### src/rtl/hdma_mover_if.sv
// Signal bundle between the HDMA sequencer, system bus mux and VRAM port and the HDMA data mover.
// master = mover side (drives bus/VRAM strobes), slave = the surrounding system.
interface hdma_mover_if;
    logic        hdma_rd;
    logic [15:0] hdma_source_addr;
    logic [15:0] hdma_target_addr;
    logic        vram_bank;
    logic [7:0]  bus_din;
    logic        bus_rd;
    logic [15:0] bus_addr;
    logic        vram_we;
    logic [12:0] vram_addr;
    logic        vram_bank_out;
    logic [7:0]  vram_dout;
    logic        cpu_stall;
    logic        block_done;

    modport master (
        input  hdma_rd, hdma_source_addr, hdma_target_addr, vram_bank, bus_din,
        output bus_rd, bus_addr, vram_we, vram_addr, vram_bank_out, vram_dout,
               cpu_stall, block_done
    );

    modport slave (
        output hdma_rd, hdma_source_addr, hdma_target_addr, vram_bank, bus_din,
        input  bus_rd, bus_addr, vram_we, vram_addr, vram_bank_out, vram_dout,
               cpu_stall, block_done
    );
endinterface

### src/rtl/hdma_mover.sv
// HDMA/GDMA byte mover: bus read -> capture -> VRAM write, one byte per 2 clk, write 3 clk after launch.
// No backpressure: bus and VRAM take every strobe; the CPU is stalled while a transfer or drain is in flight.
module hdma_mover (
    input  logic         clk,
    input  logic         reset,
    hdma_mover_if.master io
);
    logic        phase;
    logic        launch;
    logic        src_is_vram;
    logic [15:0] src_mapped;

    logic        rd_vld, rd_vsrc, rd_bank;
    logic [12:0] rd_tgt;
    logic        cap_vld, cap_vsrc, cap_bank;
    logic [12:0] cap_tgt;
    logic        wr_vld;
    logic [3:0]  blk_cnt;

    logic [15:0] bus_addr_q;
    logic [12:0] vram_addr_q;
    logic [7:0]  vram_dout_q;
    logic        vram_bank_q;
    logic        stall;

    logic unused_tgt_hi;
    assign unused_tgt_hi = ^io.hdma_target_addr[15:13];

    // Phase 0 marks the first cycle of each byte slot; forced low whenever the sequencer is idle.
    assign launch = io.hdma_rd & ~phase;

    always_comb begin
        src_is_vram = (io.hdma_source_addr[15:13] == 3'b100);
        src_mapped  = io.hdma_source_addr;
        if (io.hdma_source_addr[15:13] == 3'b111) begin
            src_mapped[14] = 1'b0;   // echo RAM reads go to 0xA000-0xBFFF
        end
    end

    always_ff @(posedge clk) begin
        if (reset) begin
            phase       <= 1'b0;
            rd_vld      <= 1'b0;
            rd_vsrc     <= 1'b0;
            rd_bank     <= 1'b0;
            rd_tgt      <= 13'd0;
            cap_vld     <= 1'b0;
            cap_vsrc    <= 1'b0;
            cap_bank    <= 1'b0;
            cap_tgt     <= 13'd0;
            wr_vld      <= 1'b0;
            blk_cnt     <= 4'd0;
            bus_addr_q  <= 16'h0000;
            vram_addr_q <= 13'd0;
            vram_dout_q <= 8'h00;
            vram_bank_q <= 1'b0;
        end else begin
            phase <= io.hdma_rd ? ~phase : 1'b0;

            rd_vld <= launch;
            if (launch) begin
                rd_vsrc <= src_is_vram;
                rd_tgt  <= io.hdma_target_addr[12:0];
                rd_bank <= io.vram_bank;
                if (!src_is_vram) begin
                    bus_addr_q <= src_mapped;
                end
            end

            cap_vld <= rd_vld;
            if (rd_vld) begin
                cap_vsrc <= rd_vsrc;
                cap_tgt  <= rd_tgt;
                cap_bank <= rd_bank;
            end

            // bus_din is valid in the cycle after bus_rd, so it is taken here.
            wr_vld <= cap_vld;
            if (cap_vld) begin
                vram_addr_q <= cap_tgt;
                vram_dout_q <= cap_vsrc ? 8'hFF : io.bus_din;
                vram_bank_q <= cap_bank;
            end

            if (!stall) begin
                blk_cnt <= 4'd0;
            end else if (wr_vld) begin
                blk_cnt <= blk_cnt + 4'd1;
            end
        end
    end

    assign stall            = io.hdma_rd | rd_vld | cap_vld | wr_vld;
    assign io.cpu_stall     = stall;
    assign io.bus_rd        = rd_vld & ~rd_vsrc;
    assign io.bus_addr      = bus_addr_q;
    assign io.vram_we       = wr_vld;
    assign io.vram_addr     = vram_addr_q;
    assign io.vram_dout     = vram_dout_q;
    assign io.vram_bank_out = vram_bank_q;
    assign io.block_done    = wr_vld & (blk_cnt == 4'hF);
endmodule

### src/flat_wrapper.sv
// flat-port wrapper written by rule: the top's interface ports become plain ports
module hdma_mover_flat 
  (clk, reset, io_hdma_rd, io_hdma_source_addr, io_hdma_target_addr, io_vram_bank, io_bus_din, io_bus_rd, io_bus_addr, io_vram_we, io_vram_addr, io_vram_bank_out, io_vram_dout, io_cpu_stall, io_block_done);
  hdma_mover_if io_i ();
  input  logic clk;
  input  logic reset;
  input wire logic [$bits(io_i.hdma_rd)-1:0] io_hdma_rd;
  input wire logic [$bits(io_i.hdma_source_addr)-1:0] io_hdma_source_addr;
  input wire logic [$bits(io_i.hdma_target_addr)-1:0] io_hdma_target_addr;
  input wire logic [$bits(io_i.vram_bank)-1:0] io_vram_bank;
  input wire logic [$bits(io_i.bus_din)-1:0] io_bus_din;
  output wire logic [$bits(io_i.bus_rd)-1:0] io_bus_rd;
  output wire logic [$bits(io_i.bus_addr)-1:0] io_bus_addr;
  output wire logic [$bits(io_i.vram_we)-1:0] io_vram_we;
  output wire logic [$bits(io_i.vram_addr)-1:0] io_vram_addr;
  output wire logic [$bits(io_i.vram_bank_out)-1:0] io_vram_bank_out;
  output wire logic [$bits(io_i.vram_dout)-1:0] io_vram_dout;
  output wire logic [$bits(io_i.cpu_stall)-1:0] io_cpu_stall;
  output wire logic [$bits(io_i.block_done)-1:0] io_block_done;
  assign io_i.hdma_rd = io_hdma_rd;
  assign io_i.hdma_source_addr = io_hdma_source_addr;
  assign io_i.hdma_target_addr = io_hdma_target_addr;
  assign io_i.vram_bank = io_vram_bank;
  assign io_i.bus_din = io_bus_din;
  assign io_bus_rd = io_i.bus_rd;
  assign io_bus_addr = io_i.bus_addr;
  assign io_vram_we = io_i.vram_we;
  assign io_vram_addr = io_i.vram_addr;
  assign io_vram_bank_out = io_i.vram_bank_out;
  assign io_vram_dout = io_i.vram_dout;
  assign io_cpu_stall = io_i.cpu_stall;
  assign io_block_done = io_i.block_done;
  hdma_mover u_core (.clk(clk), .reset(reset), .io(io_i));
endmodule
### config.mk
export PLATFORM = sky130hd
export DESIGN_NAME = hdma_mover_flat
export DESIGN_NICKNAME = d
export VERILOG_FILES = /design/src/rtl/hdma_mover_if.sv /design/src/rtl/hdma_mover.sv /design/src/flat_wrapper.sv
export SDC_FILE = /design/constraint.sdc
export NUM_CORES = 1
export LEC_CHECK = 0
export ABC_AREA = 0
export BUFFER_PORTS_ARGS = -buffer_cell sky130_fd_sc_hd__buf_2
export CORE_ASPECT_RATIO = 1.75
export CORE_MARGIN = 2
export CORE_UTILIZATION = 46
export DETAILED_ROUTE_END_ITERATION = 16
export PLACE_DENSITY = 0.73
export SYNTH_ARGS = -nofsm -noshare
export SYNTH_HDL_FRONTEND = slang
export SYNTH_SLANG_ARGS = --single-unit
### constraint.sdc
create_clock -name clk -period 3.4 [get_ports clk]
set_input_delay 0.68 -clock clk [delete_from_list [all_inputs] [get_ports clk]]
set_output_delay 0.68 -clock clk [all_outputs]
set_load 0.02 [all_outputs]
==> metrics <==
outcome=completed; Hold-fix buffers, CTS=0; die area=between 0.006 and 0.007 mm²; top post-synthesis cells by area=dfxtp_1, mux2i_1, nand2_1; most common cell in the synthesized netlist=dfxtp_1; Peak Freq=slightly above 400 MHz; Final Cycle Share=0.7218; IO Pins=86; first-pass GRT wire length=8590 µm; R2R Path Start=u_core.rd_vld; Synth Register Bits=76; Synth top area share=0.5545; total power draw=0.001763 W; total number of yosys warnings=0; sum of negative setup slack=0 ns; Finished Cell Area=0.003349 mm²; Worst-Margin Slew=between 0.9 and 1 ns; VDD IR max=314.8 µV; syn avg cell area=9.594 µm²; final slew viol count=0; Worst Path Buf+Inv=1; grt total ovfl=0; number of flops mapped to enable cells by yosys=0; Area Overhead vs Synth=22.07%; CP cell instances=or4_4, buf_2; clock root buffer=clkbuf_8; post-route ant nets=0; Layout Utilization=0.5742; Max Root-Sink Buffers=2; routed len/inst=11.68 µm; Worst slew margin=0.3685; Yosys cell types=27; Die Ht=106.2 µm; TritonCTS Buffers=9; clock latency on the worst-skew pair=approximately 0.33 ns; Inserted Diodes=0; Req. time, crit path=2.72 ns; hold slack=0.4542 ns; Setup Buffers After CTS=0; All-Layer GR Usage=0.1648; TritonRoute pass-1 iters=4; Buffers on Ports=82; DRT iter0 DRCs=55; Filler cells=~560; slowest stage delay, CP=0.66 ns; critical path's top delay family=simple AND/OR/NAND/NOR gates; Die X=62.38 µm; static leakage=1.500 nW; Cell Area, Placed=0.003159 mm²; drt drc=0; vias in the first global route=1,994; CTS tree=built; top cells by count, synth=dfxtp_1, nand2_1, nor2_1; Layout Nets=about 410; CTS H-Tree Depth=3; Mapped Area=0.002744 mm²; max cap viols=0; post-synth top area cell=dfxtp_1; total detailed-routing wirelength=5186 µm; Main synth FF type=dfxtp_1; clk_skew=0.007669 ns; CP max stage cell=or4_4; R2R setup slack=1.85 ns; worst setup path start=u_core.rd_vld; path type of the worst min-delay path=flip-flop to flip-flop; initial core utilization=0.4704; RSZ-0062 raised after global routing=false; Clock Sinks=76; Hold Crit Start=u_core.io.bus_addr[11]; CORE AREA=0.005833 mm²; nature of the critical path startpoint=flip-flop; Worst Path Arrival=1.77 ns; Via density=about 4.7; layout cells sized above 1=0.2842; CP Class=flip-flop to primary output; fraction of registers with async set/reset=0; gpl congestion=0.7313; vias=roughly 2,100; DPL Wire Length=around 3600 µm; Post-Syn Nets=around 330; largest net degree at the start of global routing=57; post_cts resized=0; Final min period=2.454 ns; critical path endpoint category=primary output; peak fanout along the critical path=18; PwrDens=around 530 mW/mm²; Seq/Total Area, Yosys=0.5545; final hold viol count=0; Syn Inst Count=286; row count=37; initial antenna violation count=0; Setup Viol. Count Final=0; clk slew on worst S/H paths=0.07 ns
## power by group
group	internal [W]	switching [W]
sequential	0.000924	0.0000221
clock	0.000351	0.000298
combinational	0.0000699	0.0000967
total	0.00135	0.000417
## final cells by class
class | instances | area [µm²] | area share
sequential | 76 | 1521 | 0.4542
multi-input combinational | 189 | 1104 | 0.3295
timing repair buffer | 85 | 432.9 | 0.1292
clock buffer | 10 | 137.6 | 0.04109
tap | 78 | 97.59 | 0.02914
clock inverter | 5 | 52.55 | 0.01569
inverter | 1 | 3.754 | 0.001121
## through the flow
step | worst slack [ns] | std cells
finish | 0.9458 | 444
global route | 0.8374 | 444
CTS | 0.8824 | 444
detailed placement | 1.256 | 429
global placement | 1.245 | 429
floorplan | 1.577 | 286
## per-layer routing
layer  part of all wire  global-route usage  wire, µm
met4              0.015             0.08571        80
met3              0.066             0.04868       343
met1               0.42              0.1801      2183
met2               0.50              0.2865      2579
met5                  0                   0         0
## placed cells by master (no fill, tap or decap), drive strengths merged
cell	count
a211oi	1
a21oi	16
and2b	1
and4	1
buf	85
bufinv	1
clkbuf	10
clkinv	3
clkinvlp	1
dfxtp	76
ha	1
inv	1
mux2i	43
nand2	58
nand2b	2
nand3	1
nand4	1
nor2	45
nor2b	3
o21ai	3
o221a	1
o22ai	8
or4	1
xnor2	1
xor2	2
## flip-flops by register name, summed over array words and instances, names as in the netlist
name                     flops
u_core.io.bus_addr          16
u_core.cap_tgt              13
u_core.io.vram_addr         13
u_core.rd_tgt               13
u_core.io.vram_dout          8
u_core.blk_cnt               4
u_core.cap_bank              1
u_core.cap_vld               1
u_core.cap_vsrc              1
u_core.io.vram_bank_out      1
u_core.io.vram_we            1
u_core.phase                 1
u_core.rd_bank               1
u_core.rd_vld                1
u_core.rd_vsrc               1
## final timing paths
kind	endpoint	cells after the start
setup / recovery	io_cpu_stall	2
hold / removal	u_core.io.bus_addr[11]	2
setup reg to reg	u_core.blk_cnt[2]	3
hold reg to reg	u_core.io.bus_addr[11]	2
## logic make-up (layout without fill, tap and decap cells)
group,after synthesis,after routing,share of synthesized area
AND/OR/NAND/NOR,113,113,0.1674
flip-flops,76,76,0.5545
adder cells (fa/ha/maj),1,1,0.004559
AO/OA/AOI/OAI,29,29,0.06384
buffers and inverters,21,101,0.04331
multiplexers,43,43,0.1569
XOR/XNOR,3,3,0.009578
## worst reg2reg max path: stages (launching register included)
cell	delay (ns)
dfxtp_1	0.62
or4_4	0.66
nand2_2	0.11
nor2_1	0.06
Power figures use the tool's default switching activity.
